**src/rtl/sll_seq.sv**
```systemverilog
// Multi-cycle 32-bit logical left shifter: one barrel stage (shift by 2^k) per clock,
// valid/ready on both sides, and a sticky flag for non-zero bits pushed past the MSB.
module sll_seq #(
    parameter int unsigned WIDTH = 32,
    parameter int unsigned SHW   = 5
) (
    input  logic             clock,
    input  logic             resetn,
    input  logic             in_valid,
    output logic             in_ready,
    input  logic [WIDTH-1:0] data_in,
    input  logic [SHW-1:0]   shamt,
    output logic             out_valid,
    input  logic             out_ready,
    output logic [WIDTH-1:0] data_out,
    output logic             lost,
    output logic             busy
);

    localparam int unsigned KW = (SHW > 1) ? $clog2(SHW) : 1;
    localparam logic [KW-1:0] K_LAST = KW'(SHW - 1);

    typedef enum logic [1:0] {
        S_IDLE  = 2'd0,
        S_SHIFT = 2'd1,
        S_DONE  = 2'd2
    } state_t;

    state_t           r_state;
    state_t           w_state_nxt;

    logic             r_in_ready;
    logic             r_out_valid;
    logic             r_busy;
    logic             w_in_ready_nxt;
    logic             w_out_valid_nxt;
    logic             w_busy_nxt;

    logic [WIDTH-1:0] r_acc;
    logic [SHW-1:0]   r_amt;
    logic [KW-1:0]    r_k;
    logic             r_lost;

    logic             w_accept;
    logic             w_step;
    logic             w_last;
    logic             w_amt_bit;
    logic [WIDTH-1:0] w_sel_acc;
    logic             w_sel_lost;

    logic [WIDTH-1:0] w_stage_acc  [SHW];
    logic             w_stage_lost [SHW];

    // Every candidate stage result, precomputed from the accumulator.
    for (genvar s = 0; s < SHW; s++) begin : g_stage
        localparam int unsigned SH = 1 << s;
        assign w_stage_acc[s]  = {r_acc[WIDTH-1-SH:0], {SH{1'b0}}};
        assign w_stage_lost[s] = |r_acc[WIDTH-1 -: SH];
    end

    // Pick the stage selected by the counter.
    always_comb begin
        w_sel_acc  = r_acc;
        w_sel_lost = 1'b0;
        w_amt_bit  = 1'b0;
        for (int unsigned s = 0; s < SHW; s++) begin
            if (r_k == KW'(s)) begin
                w_sel_acc  = w_stage_acc[s];
                w_sel_lost = w_stage_lost[s];
                w_amt_bit  = r_amt[s];
            end
        end
    end

    assign w_accept = (r_state == S_IDLE) && in_valid;
    assign w_step   = (r_state == S_SHIFT);
    assign w_last   = (r_k == K_LAST);

    // State register and registered handshake/status flags.
    always_ff @(posedge clock or negedge resetn) begin
        if (!resetn) begin
            r_state     <= S_IDLE;
            r_in_ready  <= 1'b1;
            r_out_valid <= 1'b0;
            r_busy      <= 1'b0;
        end else begin
            r_state     <= w_state_nxt;
            r_in_ready  <= w_in_ready_nxt;
            r_out_valid <= w_out_valid_nxt;
            r_busy      <= w_busy_nxt;
        end
    end

    // Next-state logic.
    always_comb begin
        w_state_nxt = r_state;
        case (r_state)
            S_IDLE:  if (in_valid)  w_state_nxt = S_SHIFT;
            S_SHIFT: if (w_last)    w_state_nxt = S_DONE;
            S_DONE:  if (out_ready) w_state_nxt = S_IDLE;
            default: w_state_nxt = S_IDLE;
        endcase
    end

    // Flags follow the upcoming state so they are valid straight from a flop.
    always_comb begin
        w_in_ready_nxt  = 1'b0;
        w_out_valid_nxt = 1'b0;
        w_busy_nxt      = 1'b0;
        case (w_state_nxt)
            S_IDLE:  w_in_ready_nxt  = 1'b1;
            S_SHIFT: w_busy_nxt      = 1'b1;
            S_DONE: begin
                w_out_valid_nxt = 1'b1;
                w_busy_nxt      = 1'b1;
            end
            default: w_in_ready_nxt  = 1'b1;
        endcase
    end

    // Datapath: capture on accept, then one conditional stage per SHIFT cycle.
    always_ff @(posedge clock or negedge resetn) begin
        if (!resetn) begin
            r_acc  <= '0;
            r_amt  <= '0;
            r_k    <= '0;
            r_lost <= 1'b0;
        end else if (w_accept) begin
            r_acc  <= data_in;
            r_amt  <= shamt;
            r_k    <= '0;
            r_lost <= 1'b0;
        end else if (w_step) begin
            if (w_amt_bit) begin
                r_acc  <= w_sel_acc;
                r_lost <= r_lost | w_sel_lost;
            end
            r_k <= w_last ? '0 : r_k + KW'(1);
        end
    end

    assign in_ready  = r_in_ready;
    assign out_valid = r_out_valid;
    assign busy      = r_busy;
    assign data_out  = r_acc;
    assign lost      = r_lost;

endmodule

```
**config.mk**
```make
export PLATFORM = sky130hd
export DESIGN_NAME = sll_seq
export DESIGN_NICKNAME = d
export VERILOG_FILES = /design/src/rtl/sll_seq.sv
export SDC_FILE = /design/constraint.sdc
export NUM_CORES = 1
export LEC_CHECK = 0
export ABC_AREA = 1
export ABC_CLOCK_PERIOD_IN_PS = 2300
export CAP_MARGIN = 10
export CELL_PAD_IN_SITES_DETAIL_PLACEMENT = 1
export CELL_PAD_IN_SITES_GLOBAL_PLACEMENT = 1
export CORE_ASPECT_RATIO = 1.2
export CORE_MARGIN = 4
export CORE_UTILIZATION = 35
export DETAILED_ROUTE_END_ITERATION = 7
export PLACE_DENSITY = 0.81
export SLEW_MARGIN = 25
export SYNTH_ARGS = -nofsm -noshare
export SYNTH_HDL_FRONTEND = slang
export SYNTH_SLANG_ARGS = --single-unit
```
**constraint.sdc**
```tcl
create_clock -name clock -period 2.3 [get_ports clock]
set_clock_uncertainty 0.1 [all_clocks]
set_input_delay 0.46 -clock clock [delete_from_list [all_inputs] [get_ports clock]]
set_output_delay 0.46 -clock clock [all_outputs]
set_load 0.01 [all_outputs]
```
======== Word-level counts from Yosys, hierarchy flattened ========
Index checks and enable logic that the tools add are counted.
storage, ports and cells
  register bits after elaboration ......... 46
  input bits .............................. 41
  output and inout bits ................... 36
  word-level logic and storage cells ...... 62
operators by class
  $add $sub $neg .......................... 1
  equal/unequal tests ..................... 8
  mux-type cells .......................... 31
  bitwise gates (word level) .............. 1
  reductions and logical operators ........ 13
operator list
  operator             count
  $mux 32              8
  $mux 1               16
  $reduce_or 16->1     1
  $mux 3               3
  $reduce_or 8->1      1
  $eq 3x2->1 const B   2
  $mux 2               3
  $pmux 2 s3           1
  $reduce_bool 6->1    1
  $eq 2x1->1 const B   2
  $eq 2x2->1 const B   2
  $reduce_bool 2->1    2
  $reduce_or 2->1      2
  $reduce_or 4->1      1
  $add 3x1->3 const B  1
  $eq 3x1->1 const B   1
  $eq 3x3->1 const B   1
  $logic_not 3->1      1
  $reduce_and 3->1     1
  $logic_not 2->1      1
  $reduce_and 2->1     1
  $logic_and 1x1->1    1
  $or 1x1->1           1

======== Logic depth before layout (Yosys ltp) ========
  depth after elaboration ................. 10
  depth in mapped cells ................... 14
  gate-level depth less buffers ........... 11

======== Least setup slack after synthesis ========
OpenSTA, ideal clock, no wires.
  path type ............................... register to register
  start point ............................. reg r_k[2]
  end point ............................... reg r_acc[20], in the netlist data_out[20]
  setup time .............................. 0.117 ns
  data arrival time ....................... 1.828 ns
  required time ........................... 2.083 ns
  path slack .............................. 0.256 ns
  stages on the path, launching flop included .. 14
  path buffers ............................ 3
  path through ............................ dfrtp_1 -> inv_1 -> buf_4 -> buf_2 -> ha_1 -> inv_1 -> nand2_1 -> nor2_1 -> nand2_1 -> a21oi_4 -> inv_2 -> buf_2 -> nand2_1 -> nand2_1
on the way
  cells in the longest elaborated chain, start to end .. 8
ends and longest elaborated chain
  what                                            line     text
  start, declared                                 41       logic [KW-1:0] r_k;
  start signal, assigned                          138      r_k <= w_last ? '0 : r_k + KW'(1);
  $eq 3x1->1 or $logic_not 3->1 (tied branches)   67       if (r_k == KW'(s)) begin
  $mux 32 or $mux 1 (tied branches) (4 in a row)  67
  $mux 32 or $mux 1 (tied branches)               134, 67
  $mux 32 or $reduce_bool 2->1 (tied branches)    n/a
  $mux 32 or $reduce_and 3->1 (tied branches)     n/a
  end signal, assigned                            129      r_acc <= data_in;
  end signal, assigned                            135      r_acc <= w_sel_acc;
  end, declared                                   39       logic [WIDTH-1:0] r_acc;
Parallel ways exist; a longest one is shown, timed or not. The select of a mux whose other input is x is not followed.
A chain may end at the register's enable or synchronous reset.

======== Worst setup path after layout ========
  start point ............................. reg r_k[0]
  end point ............................... reg r_acc[5], in the netlist data_out[5]
Same word-level chain as after synthesis.

==> flow_summary_export.csv <==
group,metric,value,unit
worst_setup_path,cp.required,2.37,ns
routing,final_antenna_net_count,0,
job,max_cap_violations,0,
synthesis,synth-simple-area-share,45.7,%
worst_setup_path,worstSetupEndpointType,"flip-flop",
synthesis,synth_area,3470,um2
global_route,grt_max_degree,44,
cells_and_area,finalInstanceArea,4680,um2
clock_network,cts.clk_slew.worst_paths,0.07,ns
cells_and_area,synthToLayoutAreaGrowth,34.7,%
placed_design,dp.cells,771,
placed_design,pre_cts_slack,0.0565,ns
synthesis,synth_top_family_by_area,"simple AND/OR/NAND/NOR gates",
die,floorplan.initialDensity,36.1,%
die,io_pins,77,
power,leakage,2.39,nW
worst_setup_path,worst_r2r_path_depth,10,
worst_setup_path,reg2reg_slack,0.07,ns
sta,fin_crit,2.23,ns
power,vdd_drop_max,0.000561,V
placed_design,finalWeightedCongestion,0.860,
worst_setup_path,cp-start-kind,"flip-flop",
cells_and_area,drive_gt1_share,6.83,%
synthesis,synth_nets,632,
synthesis,syn_avg_cell_area,5.94,um2
routing,wirelength,13.5,mm
cells_and_area,diodes,0,
worst_setup_path,crit_top_cell,"ha_1",
synthesis,synth_top_area_share,32.4,%
worst_setup_path,cp_num_cells,10,
routing,viasPerCell,5.25,
sta,slew_violations,0,
cells_and_area,layoutNonFillerInstCount,782,
synthesis,synth_area_leaders,"dfrtp_1, nand2_1, nand3_1",
sta,fin_ws,0.0731,ns
placed_design,io_buffers,76,
clock_network,cts_hold_buffers,0,
synthesis,synth_warnings,0,
worst_setup_path,critPathBufInv,3,
clock_network,cts.htree.levels,2,
routing,drt_first_pass_iters,4,
synthesis,muxShareOfSynthArea,0,%
routing,wl_per_cell,17.3,um
worst_setup_path,crit_slowest_cell,"dfrtp_2",
clock_network,cts-root-buf,"clkbuf_16",
sta,max_freq,0.449,GHz
sta,finalHoldViolCount,0,
clock_network,cts.sinks,46,
min_path,hold_class,"input pin to asynchronous set/reset pin",
sta,relSlewSlack,63.9,%
global_route,antenna_found_initial,0,
synthesis,yosysTopAreaCell,"dfrtp_1",
synthesis,synth-compound-area-share,9.23,%
placed_design,place_hpwl,9.60,mm
worst_setup_path,crit_type,"flip-flop to flip-flop",
worst_setup_path,crit_family,"buffers and inverters",
die,die_h,117,um
outcome,status,"finished clean",
synthesis,ys_seq_elements,46,
power,p_per_area,1590,nW/um2
die,floorplan.die_area,11600,um2
placed_design,dpl-instance-area,4420,um2
sta,setup_violations,0,
clock_network,cts_tree,"done",
routing,drtIter0Drc,215,
sta,timing.final.crit_share,96.8,%
synthesis,synthXorXnorAreaFrac,0,%
die,die_x,98.9,um
power,design_power_total,0.00745,W
clock_network,clk_latency,0.29,ns
global_route,grt_pass1_wl,21.3,mm
worst_setup_path,slowest_delay,0.44,ns
clock_network,clockBufferDepth,2,
worst_setup_path,worstPathArrival,2.30,ns
die,rows,39,
routing,vias,4102,
sta,worst_slew_pin_slew,0.541,ns
routing,remaining_drc_errors,0,
global_route,overflow,0,
clock_network,numCtsBuffers,5,
cells_and_area,nets,705,
worst_setup_path,path_max_fanout,15,
global_route,grt.total_usage,23.0,%
worst_setup_path,path_cells,"ha_1 > ha_1 > inv_2 > nand2_1 > nor2_1 > nand2_2 > a21oi_4 > buf_12 > clkbuf_16 > o21ai_0",
synthesis,synthAdderAreaFrac,2.16,%
synthesis,synth-seq-area-share,33.2,%
die,core_area,9610,um2
synthesis,syn_inst,585,
global_route,first_global_vias,4045,
sta,fin_tns_setup,0,ns
synthesis,synth.distinct_cells,21,
## final timing paths
path                                      start                  endpoint
max                          r_k[0]$_DFFE_PN0P_   data_out[5]$_DFFE_PN0P_
min                                      resetn  data_out[20]$_DFFE_PN0P_
max reg2reg                  r_k[0]$_DFFE_PN0P_   data_out[5]$_DFFE_PN0P_
min reg2reg                r_amt[1]$_DFFE_PN0N_      r_amt[1]$_DFFE_PN0N_
max in group asynchronous                resetn        in_ready$_DFF_PN1_
min in group clock         r_amt[1]$_DFFE_PN0N_      r_amt[1]$_DFFE_PN0N_
## power breakdown
part	leakage [nW]	internal (W)	switching [W]
logic	1.72	0.00200	0.00299
registers	0.585	0.00117	0.000441
clock network	0.0836	0.000510	0.000343
## flip-flops by register name (all words and copies together), names as in the netlist
signal     count
lost           1
busy           1
in_ready       1
data_out      32
r_k            3
r_state        2
r_amt          5
out_valid      1
## cell type report
cell class / count / area [um2]
Clock inverter: 3 / 40.0
Tap cell: 123 / 154
Fill cell: 1296 / 4940
Multi-Input combinational cell: 460 / 1990
Sequential cell: 46 / 1150
Inverter: 46 / 178
Timing Repair Buffer: 99 / 1040
Clock buffer: 5 / 125
## cell families after synthesis
family	count (synthesis)
AO/OA/AOI/OAI	59
adder cells (fa/ha/maj)	6
buffers and inverters	79
flip-flops	46
AND/OR/NAND/NOR	395
## worst register-to-register path: stages, from the launching register on
cell	delay [ns]
dfrtp_2	0.44
ha_1	0.22
ha_1	0.22
inv_2	0.12
nand2_1	0.12
nor2_1	0.16
nand2_2	0.10
a21oi_4	0.22
buf_12	0.16
clkbuf_16	0.17
o21ai_0	0.09
## cell usage after synthesis
cell type	count
nand2_1	293
o211ai_1	5
dfstp_2	1
buf_1	2
inv_2	3
clkbuf_1	9
a21oi_1	3
nor2_1	26
dfrtp_1	45
nand3b_1	1
buf_2	16
nand3_1	71
a21oi_4	1
nor2_2	1
nand2_2	2
inv_1	43
buf_4	6
o21ai_0	49
or2_2	1
o22ai_1	1
ha_1	6
## cells in the final DEF (no fill, tap or decap), types with 4 or more instances in the layout
master | netlist | routed
nor2_1 | 26 | 26
ha_1 | 6 | 6
clkbuf_16 | 0 | 7
o21ai_0 | 49 | 49
inv_1 | 43 | 42
nand3_1 | 71 | 71
nand2_1 | 293 | 291
dfrtp_1 | 45 | 44
clkdlybuf4s50_1 | 0 | 75
nand2_2 | 2 | 4
buf_4 | 6 | 12
buf_12 | 0 | 5
buf_6 | 0 | 4
o211ai_1 | 5 | 5
## metrics by stage
stage	hold WS (ns)	util, %
after floorplan	0.0644	-
after global placement	0.373	45.9
after detailed placement	0.367	45.9
after CTS	0.0607	47.7
after global routing	0.0709	48.7
final	0.0387	48.7
## metal layers
| layer | vias to the layer above | GRT usage (%) | part of all wire (%) |
|---|---|---|---|
| met5 | - | 0 | 0 |
| met3 | 18 | 3.26 | 4.9 |
| met4 | 0 | 6.38 | 1.6 |
| li1 | 1974 | - | - |
| met1 | 1984 | 29.7 | 43 |
| met2 | 126 | 40.5 | 50 |
## timing repair
action | in CTS | in global routing
buffers inserted | 0 | 1
gates resized for setup | 0 | 11
endpoints found under the setup margin | 0 | 30
No activity file was read; power rests on OpenSTA's default activity.
